$ cat config.mk
export PLATFORM = sky130hd
export DESIGN_NAME = ndp_bram_loader
export DESIGN_NICKNAME = d
export VERILOG_FILES = /design/src/rtl/ndp_bram_loader_pkg.sv /design/src/rtl/ndp_bram_loader.sv
export SDC_FILE = /design/constraint.sdc
export NUM_CORES = 1
export LEC_CHECK = 0
export CORE_UTILIZATION = 50
export CTS_BUF_LIST = sky130_fd_sc_hd__clkbuf_8 sky130_fd_sc_hd__clkbuf_16
export DETAILED_ROUTE_END_ITERATION = 10
export DONT_BUFFER_PORTS = 1
export GPL_TIMING_DRIVEN = 1
export SLEW_MARGIN = 30
export SYNTH_ARGS = -nofsm -noshare
export SYNTH_HDL_FRONTEND = slang
export SYNTH_SLANG_ARGS = --single-unit
$ cat constraint.sdc
create_clock -name clk -period 2.8 [get_ports clk]
set_input_delay 0.56 -clock clk [delete_from_list [all_inputs] [get_ports clk]]
set_output_delay 0.56 -clock clk [all_outputs]
set_load 0.1 [all_outputs]
$ cat src/rtl/ndp_bram_loader_pkg.sv
// Shared definitions for the NDP dual-width BRAM fill path: default widths
// so the loader and the BRAM agree, plus the loader FSM state encoding.
package ndp_bram_loader_pkg;

    localparam int NDP_A_WIDTH         = 32;
    localparam int NDP_A_ADDRESS_WIDTH = 2;
    localparam int NDP_DEPTH           = 4;
    localparam int NDP_B_RATIO         = 2;
    localparam int NDP_B_ADDRESS_WIDTH = 1;

    typedef enum logic [1:0] {
        ST_IDLE  = 2'd0,
        ST_LOAD  = 2'd1,
        ST_DRAIN = 2'd2,
        ST_DONE  = 2'd3
    } state_e;

    function automatic bit is_pow2(input int v);
        return (v > 0) && ((v & (v - 1)) == 0);
    endfunction

endpackage

$ cat src/rtl/ndp_bram_loader.sv
// Upstream fill stage of the NDP dual-width BRAM. Writes a stream of A words
// to port-A addresses 0.. and announces each committed B word so the port-B
// side can start reading early. All outputs are registered.
module ndp_bram_loader
    import ndp_bram_loader_pkg::*;
#(
    parameter int A_WIDTH         = NDP_A_WIDTH,
    parameter int A_ADDRESS_WIDTH = NDP_A_ADDRESS_WIDTH,
    parameter int DEPTH           = NDP_DEPTH,
    parameter int B_RATIO         = NDP_B_RATIO,
    parameter int B_ADDRESS_WIDTH = NDP_B_ADDRESS_WIDTH
) (
    input  logic                       clk,
    input  logic                       rst,
    input  logic                       start,
    input  logic [A_ADDRESS_WIDTH:0]   num_words,
    input  logic                       s_valid,
    input  logic [A_WIDTH-1:0]         s_data,
    output logic                       s_ready,
    output logic                       ena,
    output logic                       wea,
    output logic [A_ADDRESS_WIDTH-1:0] addra,
    output logic [A_WIDTH-1:0]         dina,
    output logic                       bword_valid,
    output logic [B_ADDRESS_WIDTH-1:0] bword_addr,
    output logic                       bword_partial,
    output logic                       busy,
    output logic                       done,
    output logic                       err
);

    localparam int                         B_SHIFT     = (B_RATIO > 1) ? $clog2(B_RATIO) : 0;
    localparam logic [A_ADDRESS_WIDTH-1:0] B_LANE_MASK = A_ADDRESS_WIDTH'(B_RATIO - 1);
    localparam logic [A_ADDRESS_WIDTH:0]   DEPTH_C     = (A_ADDRESS_WIDTH + 1)'(DEPTH);
    localparam logic [A_ADDRESS_WIDTH:0]   CNT_ONE     = (A_ADDRESS_WIDTH + 1)'(1);

    if (DEPTH > (1 << A_ADDRESS_WIDTH) || !is_pow2(B_RATIO)) begin : g_param_check
        $error("ndp_bram_loader: DEPTH must fit the port-A address space and B_RATIO must be a power of two");
    end

    state_e                       state_q, state_d;
    logic [A_ADDRESS_WIDTH:0]     cnt_q, cnt_d;
    logic [A_ADDRESS_WIDTH:0]     nw_q, nw_d;
    logic                         last_wr_q, last_wr_d;
    logic                         s_ready_q, s_ready_d;
    logic                         wea_q, wea_d;
    logic [A_ADDRESS_WIDTH-1:0]   addra_q, addra_d;
    logic [A_WIDTH-1:0]           dina_q, dina_d;
    logic                         bword_valid_q, bword_valid_d;
    logic [B_ADDRESS_WIDTH-1:0]   bword_addr_q, bword_addr_d;
    logic                         bword_partial_q, bword_partial_d;
    logic                         busy_q, busy_d;
    logic                         done_q, done_d;
    logic                         err_q, err_d;

    logic                         accept;
    logic [A_ADDRESS_WIDTH:0]     cnt_inc;
    logic                         lane_full;

    assign accept    = s_valid && s_ready_q;
    assign cnt_inc   = cnt_q + CNT_ONE;
    // The word written last cycle closes a B word when it lands in the top lane.
    assign lane_full = (addra_q & B_LANE_MASK) == B_LANE_MASK;

    // State and registered outputs; reset abandons any load in flight.
    always_ff @(posedge clk) begin
        if (rst) begin
            state_q         <= ST_IDLE;
            cnt_q           <= '0;
            nw_q            <= '0;
            last_wr_q       <= 1'b0;
            s_ready_q       <= 1'b0;
            wea_q           <= 1'b0;
            addra_q         <= '0;
            dina_q          <= '0;
            bword_valid_q   <= 1'b0;
            bword_addr_q    <= '0;
            bword_partial_q <= 1'b0;
            busy_q          <= 1'b0;
            done_q          <= 1'b0;
            err_q           <= 1'b0;
        end else begin
            state_q         <= state_d;
            cnt_q           <= cnt_d;
            nw_q            <= nw_d;
            last_wr_q       <= last_wr_d;
            s_ready_q       <= s_ready_d;
            wea_q           <= wea_d;
            addra_q         <= addra_d;
            dina_q          <= dina_d;
            bword_valid_q   <= bword_valid_d;
            bword_addr_q    <= bword_addr_d;
            bword_partial_q <= bword_partial_d;
            busy_q          <= busy_d;
            done_q          <= done_d;
            err_q           <= err_d;
        end
    end

    // Next state, write issue and next values of every registered output.
    always_comb begin
        state_d   = state_q;
        cnt_d     = cnt_q;
        nw_d      = nw_q;
        last_wr_d = 1'b0;
        wea_d     = 1'b0;
        addra_d   = addra_q;
        dina_d    = dina_q;
        err_d     = 1'b0;

        case (state_q)
            ST_IDLE: begin
                if (start) begin
                    if (num_words != '0 && num_words <= DEPTH_C) begin
                        state_d = ST_LOAD;
                        cnt_d   = '0;
                        nw_d    = num_words;
                    end else begin
                        err_d = 1'b1;
                    end
                end
            end
            ST_LOAD: begin
                if (accept) begin
                    wea_d     = 1'b1;
                    addra_d   = cnt_q[A_ADDRESS_WIDTH-1:0];
                    dina_d    = s_data;
                    cnt_d     = cnt_inc;
                    last_wr_d = (cnt_inc == nw_q);
                    if (cnt_inc == nw_q) begin
                        state_d = ST_DRAIN;
                    end
                end
            end
            ST_DRAIN: state_d = ST_DONE;
            ST_DONE:  state_d = ST_IDLE;
            default:  state_d = ST_IDLE;
        endcase

        // Registered so s_ready drops the cycle right after the final accept.
        s_ready_d = (state_d == ST_LOAD);
        busy_d    = (state_d != ST_IDLE);
        done_d    = (state_d == ST_DONE);

        // Notify one cycle after the write that completes (or ends) a B word.
        bword_valid_d   = wea_q && (lane_full || last_wr_q);
        bword_partial_d = wea_q && last_wr_q && !lane_full;
        bword_addr_d    = bword_valid_d ? B_ADDRESS_WIDTH'(addra_q >> B_SHIFT) : bword_addr_q;
    end

    assign s_ready       = s_ready_q;
    assign ena           = wea_q;
    assign wea           = wea_q;
    assign addra         = addra_q;
    assign dina          = dina_q;
    assign bword_valid   = bword_valid_q;
    assign bword_addr    = bword_addr_q;
    assign bword_partial = bword_partial_q;
    assign busy          = busy_q;
    assign done          = done_q;
    assign err           = err_q;

endmodule

==> metrics.cfg, run 1 <==
[status]
outcome = finished clean

[floorplanning]
die_area_sq_um = 4000
io_pins = 82
die_y_um = 63.2
die_w_um = 63.2
coreArea_sq_um = 3470
start_util_pct = 54.1
num_rows = 21

[clocking]
path_clk_slew_ps = 80
numCtsBuffers = 5
cts-root-buf = clkbuf_8
cts.repair.resized = 0
cts_max_path_buffers = 2
clk_latency_ps = 300
cts_tree = yes
cts_hold_buf = 0
htree_levels = 2
clock-sinks = 51
cts_setup_buffers = 0

[timing]
grt_setup_unrepaired = no
drv_slew = 0
min_period_ps = 1930
setup_slack_ps = 874
relSlewSlack_pct = 34.5
fmax_mhz = 519
finalHoldViolCount = 0
period_share_pct = 68.8
fin_skew_ps = 2.78
setup_viol = 0
final.setup.tns_ps = 0
worst_slew_pin_slew_ps = 982

[global_routing]
grt_overflow = 0
track_usage_pct = 19.6
antenna_found_initial = 0
grt_max_degree = 52
grt_pass1_vias = 1419
grt_pass1_wl_mm = 6.11

[hold_path]
hold_path_startpoint = rst
worst_hold_path.endpoint = ena
whs_path_depth = 1
hp-class = in -> reg

[setup_path]
critPathMaxFanout = 19
startpoint_type = flop
r2r_end = dina[5]
cp_data_arrival_time_ps = 2120
crit_path_end_kind = flop
required_ps = 2990
path_class = reg -> reg
cpLargestDelayFamily = simple AND/OR/NAND/NOR gates
slowest_stage = nand3_1
critPathBufInv = 1
max_stage_delay_ps = 530
crit_start = state_q[0]
path_cells = nor2b_1 -> nand3_1 -> buf_4 -> nand2_1 -> a21oi_1
reg2reg_slack_ps = 870
r2r_start = state_q[0]
reg2reg_depth = 5

[layout]
multi_input_area_sq_um = 795
final_common_cell = nand2_1
fillerInstances = 331
final_cell_mix = nand2_1 (71), dfxtp_1 (50), a21oi_1 (39), nor2_1 (6), buf_4 (6)
final_nets = 262
drive_above_1_share_pct = 7.62
seqCellArea_sq_um = 1020
instances_no_fill = 269
area_delta_synth_final_pct = 6.67
antenna_cells = 0

[yosys]
yosysSeqAreaShare_pct = 54.4
synthCells = 222
ys_types = 32
syn_area_per_cell_sq_um = 8.45
yosysWarnings = 0
syn_nets = 262
synthesis.area_sq_um = 1880
synth_seq_cells = 51

[detailed_routing]
wl_per_cell_um = 13.7
wl_mm = 3.67
firstDrtPassIters = 4
drc = 0
vias = 1459
first_iter_violations = 86
via_per_inst = 5.42
ant_nets = 0

[power]
ir_drop_uv = 394
finalPower_w = 0.00129
power.leakage_nw = 0.696
p_clk_share_pct = 30.5
switching_share_pct = 27.3
pwr-share-comb_pct = 5.7
p_per_area_nw_per_um2 = 643
pwr-share-seq_pct = 63.8
p_switching_w = 0.000351
internal_power_w = 0.000935

[placement]
dp.cells = 261
portBuffers = 0
globalplace.congestion = 0.828
dp_slack_ps = 884
hpwl_mm = 2.57

[run]
maxCapViolCount = 0

-- layout make-up --
| class | count | share of cell area [%] |
|---|---|---|
| sequential | 51 | 51.1 |
| timing repair buffer | 6 | 2.25 |
| clock buffer | 5 | 3.44 |
| multi-input combinational | 158 | 39.7 |
| tap | 46 | 2.88 |
| clock inverter | 3 | 0.625 |
-- logic make-up (layout without fill, tap and decap cells) --
logic type,count (synthesis),after routing,synth area share (%)
compound gates,53,53,15.1
xor+xnor,3,3,2.20
fa+ha+maj,1,1,0.667
buf+inv,13,14,3.20
flops,51,51,54.4
mux,3,3,1.60
simple gates,98,98,22.8
-- registers in the layout, indices dropped and copies added (netlist names), 2 cells and up --
name / count
dina: 32
cnt_q: 3
nw_q: 3
addra: 2
state_q: 2
-- how the worst max path moves through the flow --
| stage | slack (ps) | end | depth (start not counted) |
|---|---|---|---|
| after floorplan | 850 | wea | 1 |
| after global placement | 990 | dina[15] | 5 |
| after detailed placement | 880 | dina[5] | 5 |
| after CTS | 860 | dina[5] | 5 |
| after global routing | 690 | dina[31] | 5 |
| final | 870 | dina[5] | 5 |
-- Yosys cell counts (all sizes together) --
master / n / share of area (%)
a31oi: 1 / 0.33
xnor2: 1 / 0.47
or3: 5 / 1.7
nor4: 1 / 0.33
buf: 5 / 1.6
o31ai: 1 / 0.40
nor2: 7 / 1.5
a211oi: 2 / 0.80
nor3: 1 / 0.27
dfxtp: 51 / 54
xor3: 1 / 1.3
nor4bb: 1 / 0.53
xor2: 1 / 0.47
ha: 1 / 0.67
nor2b: 1 / 0.33
a21o: 1 / 0.40
or2: 2 / 0.67
a21oi: 40 / 11
nand2: 71 / 14
o21ai: 7 / 1.9
clkbuf: 8 / 1.6
o21a: 1 / 0.40
nand2b: 3 / 1.0
nor3b: 3 / 1.5
mux2i: 3 / 1.6
nand3: 3 / 0.80
-- per-layer routing --
metal | track usage (%) | part of all wire, % | up-vias
met5 | 0 | 0 | -
met4 | 5.68 | 0.93 | 0
met3 | 9.78 | 11 | 5
met2 | 34.0 | 49 | 65
met1 | 20.6 | 39 | 655
li1 | - | - | 734
-- power by group through the flow --
stage	clock (W)	sequential (W)	combinational (W)
finish	0.000393	0.000820	0.0000732
global placement	0	0.000837	0.0000717
CTS	0.000405	0.000821	0.0000736
detailed placement	0	0.000838	0.0000732
floorplan	0	0.000848	0.0000573
global route	0.000437	0.000823	0.0000816
-- stage by stage --
step	area [sq um]	utilization [%]	hold slack, ps
floorplan	1880	-	445
global placement	1920	55.3	468
detailed placement	1920	55.3	475
CTS	2000	57.7	310
global route	2000	57.7	297
finish	2000	57.7	327
(Power assumes the default switching activity.)
==> inputs of run 2 (changes only) <==
--- a/config.mk
+++ b/config.mk
@@ -5,11 +5,13 @@
 export SDC_FILE = /design/constraint.sdc
 export NUM_CORES = 1
 export LEC_CHECK = 0
+export ABC_AREA = 1
 export CORE_UTILIZATION = 50
 export CTS_BUF_LIST = sky130_fd_sc_hd__clkbuf_8 sky130_fd_sc_hd__clkbuf_16
 export DETAILED_ROUTE_END_ITERATION = 10
 export DONT_BUFFER_PORTS = 1
 export GPL_TIMING_DRIVEN = 1
+export PLACE_DENSITY = 0.68
 export SLEW_MARGIN = 30
 export SYNTH_ARGS = -nofsm -noshare
 export SYNTH_HDL_FRONTEND = slang
==> constraint.sdc (replaced) <==
create_clock -name clk -period 1.7 [get_ports clk]
set_input_delay 0.34 -clock clk [delete_from_list [all_inputs] [get_ports clk]]
set_output_delay 0.34 -clock clk [all_outputs]
set_load 0.1 [all_outputs]
==> metrics.cfg, run 2 <==
[power]
p_per_area_nw_per_um2 = 956  ; was 643 nW/um^2
switching_share_pct = 28.7  ; was 27.3%
p_clk_share_pct = 30.0  ; was 30.5%
pwr-share-comb_pct = 13.9  ; was 5.7%
ir_drop_uv = 596  ; was 394 uV
p_switching_w = 0.000636  ; was 0.000351 W
pwr-share-seq_pct = 56.1  ; was 63.8%
internal_power_w = 0.00158  ; was 0.000935 W
power.leakage_nw = 1.03  ; was 0.696 nW

[placement]
hpwl_mm = 2.82  ; was 2.57 mm
portBuffers = 0  ; unchanged
globalplace.congestion = 0.839  ; was 0.828
dp_slack_ps = 357  ; was 884 ps

[global_routing]
grt_pass1_wl_mm = 6.44  ; was 6.11 mm
use_met3_pct = 7.43  ; was 9.78%
track_usage_pct = 20.7  ; was 19.6%
antenna_found_initial = 0  ; unchanged
grt_busiest_layer = met2  ; unchanged
grt_overflow = 0  ; unchanged
grt_pass1_vias = 1475  ; was 1419
grt_max_degree = 35  ; was 52
met2_usage_pct = 33.8  ; was 34.0%
met1_usage_pct = 24.3  ; was 20.6%

[yosys]
synth_top_family_by_area = simple AND/OR/NAND/NOR gates  ; unchanged
synthesis.area_sq_um = 1900  ; was 1880 sq um
ys_types = 24  ; was 32
synth_ff_type = dfxtp_1  ; unchanged
synth_xor_xnor_area_share_pct = 0  ; was 2.20%
syn_nets = 287  ; was 262
yosysTopAreaCell = dfxtp_1  ; unchanged
synth_mux_area_share_pct = 0  ; was 1.60%
synthMostInstantiatedCell = nor2_1  ; was nand2_1
synth-simple-area-share_pct = 25.5  ; was 22.8%
yosysWarnings = 0  ; unchanged
synth-compound-area-share_pct = 12.4  ; was 15.1%
syn_area_per_cell_sq_um = 7.69  ; was 8.45 sq um
synth_seq_cells = 51  ; unchanged
async_reset_ff_share_pct = 0  ; unchanged
synthTopCellsByCount = nor2_1 (81), dfxtp_1 (51), o21ai_0 (35)  ; was nand2_1 (71), dfxtp_1 (51), a21oi_1 (39)
synth_edf_count = 0  ; unchanged
synth_top_area_share_pct = 53.7  ; was 54.4%
synthAdderAreaFrac_pct = 0.658  ; was 0.667%
yosysSeqAreaShare_pct = 53.7  ; was 54.4%
yosys-top-cells-area = dfxtp_1 (54%), nor2_1 (16%), o21ai_0 (9.2%)  ; was dfxtp_1 (54%), nand2_1 (14%), a21oi_1 (10%)
synthCells = 247  ; was 222

[clocking]
numCtsBuffers = 5  ; unchanged
cts_tree = yes  ; unchanged
cts_setup_buffers = 0  ; unchanged
cts_hold_buf = 0  ; unchanged
path_clk_slew_ps = 90  ; was 80 ps
clock-sinks = 51  ; unchanged
cts_max_path_buffers = 2  ; unchanged
htree_levels = 2  ; unchanged
cts-root-buf = clkbuf_8  ; unchanged
cts.repair.resized = 0  ; unchanged
clk_latency_ps = 300  ; about the same

[floorplanning]
start_util_pct = 51.9  ; was 54.1%
io_pins = 82  ; unchanged
die_area_sq_um = 4050  ; was 4000 sq um
die_y_um = 63.7  ; was 63.2 um
die_w_um = 63.7  ; was 63.2 um
coreArea_sq_um = 3660  ; was 3470 sq um
num_rows = 22  ; was 21

[hold_path]
whs_path_depth = 1  ; unchanged
hold_path_startpoint = rst  ; unchanged
hp-class = in -> reg  ; unchanged
worst_hold_path.endpoint = ena  ; unchanged

[setup_path]
r2r_end = busy  ; was dina[5]
crit_path_frequent_cell = nand2_1
critPathMaxFanout = 5  ; was 19
reg2reg_slack_ps = 360  ; was 870 ps
reg2reg_depth = 10  ; was 5
max_stage_delay_ps = 350  ; was 530 ps
required_ps = 1900  ; was 2990 ps
path_class = reg -> reg  ; unchanged
crit_path_end_kind = flop  ; unchanged
path_cells = ha_1 -> inv_1 -> nand2_1 -> nand3_1 -> nor2_1 -> nand2_1 -> nand2_1 -> nand2_1 -> nand2_1 -> nand2_1  ; was nor2b_1 -> nand3_1 -> buf_4 -> nand2_1 -> a21oi_1
r2r_start = cnt_q[0]  ; was state_q[0]
crit_start = cnt_q[0]  ; was state_q[0]
startpoint_type = flop  ; unchanged
slowest_stage = dfxtp_1  ; was nand3_1
cp_data_arrival_time_ps = 1550  ; was 2120 ps

[detailed_routing]
first_iter_violations = 110  ; was 86
ant_nets = 0  ; unchanged
wl_mm = 3.92  ; was 3.67 mm
drc = 0  ; unchanged
vias = 1638  ; was 1459
via_per_inst = 4.89  ; was 5.42
firstDrtPassIters = 4  ; unchanged
wl_per_cell_um = 11.7  ; was 13.7 um

[timing]
setup_viol = 0  ; unchanged
fin_skew_ps = 4.24  ; was 2.78 ps
worst_slew_pin_slew_ps = 334  ; was 982 ps
setup_slack_ps = 355  ; was 874 ps
min_period_ps = 1340  ; was 1930 ps
grt_setup_unrepaired = no  ; unchanged
finalHoldViolCount = 0  ; unchanged
fmax_mhz = 744  ; was 519 MHz
drv_slew = 0  ; unchanged
period_share_pct = 79.1  ; was 68.8%
final.setup.tns_ps = 0  ; unchanged
relSlewSlack_pct = 77.5  ; was 34.5%

[layout]
drive_above_1_share_pct = 20.9  ; was 7.62%
final_cell_mix = nor2_1 (81), dfxtp_1 (49), buf_4 (44), o21ai_0 (35), nand2_1 (24)  ; was nand2_1 (71), dfxtp_1 (50), a21oi_1 (39), nor2_1 (6), buf_4 (6)
fillerInstances = 336  ; was 331
seqCellArea_sq_um = 1020  ; about the same
antenna_cells = 0  ; unchanged
largest_register_ffs = 32  ; unchanged
multi_input_area_sq_um = 733  ; was 795 sq um
final_common_cell = nor2_1  ; was nand2_1
final_nets = 326  ; was 262
area_delta_synth_final_pct = 21.8  ; was 6.67%

[run]
maxCapViolCount = 0  ; unchanged

[status]
outcome = finished clean  ; unchanged

==> run 2: changes by cell type after synthesis, sizes merged, moves of 5 or more <==
cell	before	now
o21ai	7	39
nand3	3	8
or3	5	0
inv	0	16
a21oi	40	5
nand2	71	26
nor2	7	82
==> run 2: power groups by stage <==
stage               combinational [W]  clock, W  sequential, W
global placement             0.000305         0        0.00127
detailed placement           0.000309         0        0.00127
finish                       0.000309  0.000664        0.00124
global route                 0.000332  0.000750        0.00124
floorplan                    0.000117         0        0.00141
CTS                          0.000310  0.000696        0.00124
==> run 2: logic make-up after synthesis <==
logic type / Yosys count
adders and majority gates: 1
AOI/OAI and AO/OA: 46
DFF: 51
and+or+nand+nor: 120
buffers and inverters: 29
==> run 2: metrics by stage <==
stage	std cells	total power, W	instance area (sq um)	hold slack, ps	util (%)
after floorplan	247	0.00153	1900	411	-
after global placement	327	0.00157	2230	407	60.9
after detailed placement	327	0.00158	2230	410	60.9
after CTS	335	0.00225	2310	73.3	63.2
after global routing	335	0.00233	2310	73.2	63.2
final	335	0.00221	2310	89.9	63.2
==> run 2: cell type report <==
cell class | instances | area share [%]
sequential | 51 | 44.2
multi-input combinational | 167 | 31.7
timing repair buffer | 45 | 15.1
clock buffer | 5 | 2.97
inverter | 16 | 2.70
tap | 48 | 2.59
clock inverter | 3 | 0.703
==> run 2: layer usage <==
| layer | wire, um | up-vias |
|---|---|---|
| met5 | 0 | - |
| met4 | 61 | 0 |
| met3 | 372 | 8 |
| met2 | 1790 | 64 |
| met1 | 1690 | 712 |
| li1 | - | 854 |
==> run 2: how the worst max path moves through the flow <==
stage	slack (ps)	cells past startpoint	endpoint
6_report	360	10	busy
5_1_grt	200	9	busy
4_1_cts	350	10	busy
3_5_place_dp	360	10	busy
3_3_place_gp	400	9	busy
2_1_floorplan	270	9	busy
==> run 2: critical path: cells and delay by family (launching register included) <==
| kind | cells | cell delay (ps) |
|---|---|---|
| DFF | 1 | 350 |
| and+or+nand+nor | 8 | 560 |
| adders and majority gates | 1 | 280 |
| buffers and inverters | 1 | 50 |
==> inputs of run 3 (changes only) <==
--- a/config.mk
+++ b/config.mk
@@ -11,7 +11,6 @@
 export DETAILED_ROUTE_END_ITERATION = 10
 export DONT_BUFFER_PORTS = 1
 export GPL_TIMING_DRIVEN = 1
-export PLACE_DENSITY = 0.68
 export SLEW_MARGIN = 30
 export SYNTH_ARGS = -nofsm -noshare
 export SYNTH_HDL_FRONTEND = slang
==> constraint.sdc (replaced) <==
create_clock -name clk -period 1.36 [get_ports clk]
set_input_delay 0.272 -clock clk [delete_from_list [all_inputs] [get_ports clk]]
set_output_delay 0.272 -clock clk [all_outputs]
set_load 0.1 [all_outputs]
==> metrics.cfg, run 3 (synthesis results as in run 2) <==
[layout]
final_common_cell = nor2_1  ; unchanged
area_delta_synth_final_pct = 25.1  ; was 21.8%
final_nets = 329  ; was 326
fillerInstances = 324  ; was 336
instances_no_fill = 338  ; was 335
final_cell_mix = nor2_1 (80), dfxtp_1 (47), buf_4 (47), o21ai_0 (34), nand2_1 (22)  ; was nor2_1 (81), dfxtp_1 (49), buf_4 (44), o21ai_0 (35), nand2_1 (24)
largest_register_ffs = 32  ; unchanged
drive_above_1_share_pct = 24.5  ; was 20.9%
final_core_util_pct = 64.9  ; was 63.2%
antenna_cells = 0  ; unchanged

[timing]
final.setup.tns_ps = 0  ; unchanged
relSlewSlack_pct = 78.2  ; was 77.5%
period_share_pct = 92.9  ; was 79.1%
setup_viol = 0  ; unchanged
fin_skew_ps = 3.92  ; was 4.24 ps
min_period_ps = 1260  ; was 1340 ps
fmax_mhz = 792  ; was 744 MHz
grt_setup_unrepaired = no  ; unchanged
worst_slew_pin_slew_ps = 327  ; was 334 ps
setup_slack_ps = 97.0  ; was 355 ps
drv_slew = 0  ; unchanged
finalHoldViolCount = 0  ; unchanged

[detailed_routing]
wl_per_cell_um = 11.5  ; was 11.7 um
firstDrtPassIters = 6  ; was 4
wl_mm = 3.89  ; was 3.92 mm
drc = 0  ; unchanged
vias = 1677  ; was 1638
first_iter_violations = 55  ; was 110
via_per_inst = 4.96  ; was 4.89
ant_nets = 0  ; unchanged

[clocking]
cts_tree = yes  ; unchanged
cts-root-buf = clkbuf_8  ; unchanged
numCtsBuffers = 5  ; unchanged
clock-sinks = 51  ; unchanged
path_clk_slew_ps = 80  ; was 90 ps
htree_levels = 2  ; unchanged
clk_latency_ps = 300  ; about the same
cts_max_path_buffers = 2  ; unchanged

[power]
switching_share_pct = 27.6  ; was 28.7%
pwr-share-comb_pct = 14.3  ; was 13.9%
power.leakage_nw = 1.06  ; was 1.03 nW
internal_power_w = 0.00204  ; was 0.00158 W
pwr-share-seq_pct = 55.2  ; was 56.1%
ir_drop_uv = 677  ; was 596 uV
finalPower_w = 0.00281  ; was 0.00221 W
p_per_area_nw_per_um2 = 1180  ; was 956 nW/um^2
p_switching_w = 0.000776  ; was 0.000636 W
p_clk_share_pct = 30.5  ; was 30.0%

[floorplanning]
die_y_um = 63.7  ; unchanged
coreArea_sq_um = 3660  ; unchanged
start_util_pct = 51.9  ; unchanged
die_w_um = 63.7  ; unchanged
die_area_sq_um = 4050  ; unchanged
io_pins = 82  ; unchanged
num_rows = 22  ; unchanged

[setup_path]
path_class = reg -> reg  ; unchanged
crit_path_end_kind = flop  ; unchanged
startpoint_type = flop  ; unchanged
required_ps = 1560  ; was 1900 ps
critPathMaxFanout = 3  ; was 5
cp_data_arrival_time_ps = 1460  ; was 1550 ps

[global_routing]
grt_max_degree = 35  ; unchanged
grt_pass1_vias = 1546  ; was 1475
met1_usage_pct = 23.3  ; was 24.3%
grt_overflow = 0  ; unchanged
grt_pass1_wl_mm = 6.35  ; was 6.44 mm
track_usage_pct = 20.3  ; was 20.7%
antenna_found_initial = 0  ; unchanged
grt_busiest_layer = met2  ; unchanged
use_met3_pct = 5.25  ; was 7.43%
met2_usage_pct = 35.1  ; was 33.8%

[placement]
dp.cells = 329  ; was 327
globalplace.congestion = 0.713  ; was 0.839
portBuffers = 0  ; unchanged
hpwl_mm = 2.84  ; was 2.82 mm
dp_slack_ps = 15.0  ; was 357 ps

[run]
maxCapViolCount = 0  ; unchanged

[status]
outcome = finished clean  ; unchanged

[hold_path]
hp-class = in -> reg  ; unchanged

[run 3: changes by cell type in the layout (fill, tap and decap cells not counted), moves of 2 or more]
cell and change:
dfxtp_1 -2, buf_4 +3, nand2_1 -2, nand2_2 +2
[run 3: power by group through the flow]
stage | clock, W | combinational, W | sequential (W)
floorplan | 0 | 0.000146 | 0.00176
global placement | 0 | 0.000380 | 0.00158
detailed placement | 0 | 0.000390 | 0.00158
CTS | 0.000896 | 0.000390 | 0.00155
global route | 0.000955 | 0.000432 | 0.00156
finish | 0.000859 | 0.000402 | 0.00155
[run 3: repair_timing]
item                                    4_1_cts  5_1_grt
gates resized for setup                       0        9
endpoints found under the setup margin        1        4
pin swaps                                     1        1
hold buffers                                  0        0
buffers inserted                              0        1
[run 3: cell type report]
| type | count | area [sq um] | area share [%] |
|---|---|---|---|
| Clock buffer | 6 | 82.6 | 3.47 |
| Clock inverter | 2 | 12.5 | 0.526 |
| Inverter | 16 | 62.6 | 2.63 |
| Multi-Input combinational cell | 167 | 758 | 31.9 |
| Sequential cell | 51 | 1030 | 43.3 |
| Tap cell | 48 | 60.1 | 2.53 |
| Timing Repair Buffer | 48 | 373 | 15.7 |
[run 3: per-layer routing]
metal	part of all wire [%]	routed length [um]	vias to the layer above
met5	0	0	-
met4	1.6	63	0
met3	6.9	268	7
met2	47	1840	59
met1	44	1720	747
li1	-	-	864
[run 3: final timing paths]
kind	from	to	slack (ps)	cells after the start
worst min register to register	last_wr_q	bword_partial	440	2
worst max-delay path	cnt_q[1]	busy	100	8
worst min-delay path	rst	ena	30	1
worst max register to register	cnt_q[1]	busy	100	8
[run 3: per-stage QoR]
step | instance area, sq um | hold slack (ps)
after floorplan | 1910 | 350
after global placement | 2250 | 339
after detailed placement | 2250 | 341
after CTS | 2340 | 17.9
after global routing | 2380 | 16.2
final | 2380 | 26.9
[run 3: worst max-delay path, cell delays in order, from the launching register on]
cell	delay, ps
dfxtp_2	340
ha_4	260
inv_2	40
o21ai_1	150
nor2_2	60
nand3_1	90
nand2_1	80
nand2_1	80
nand2_1	60
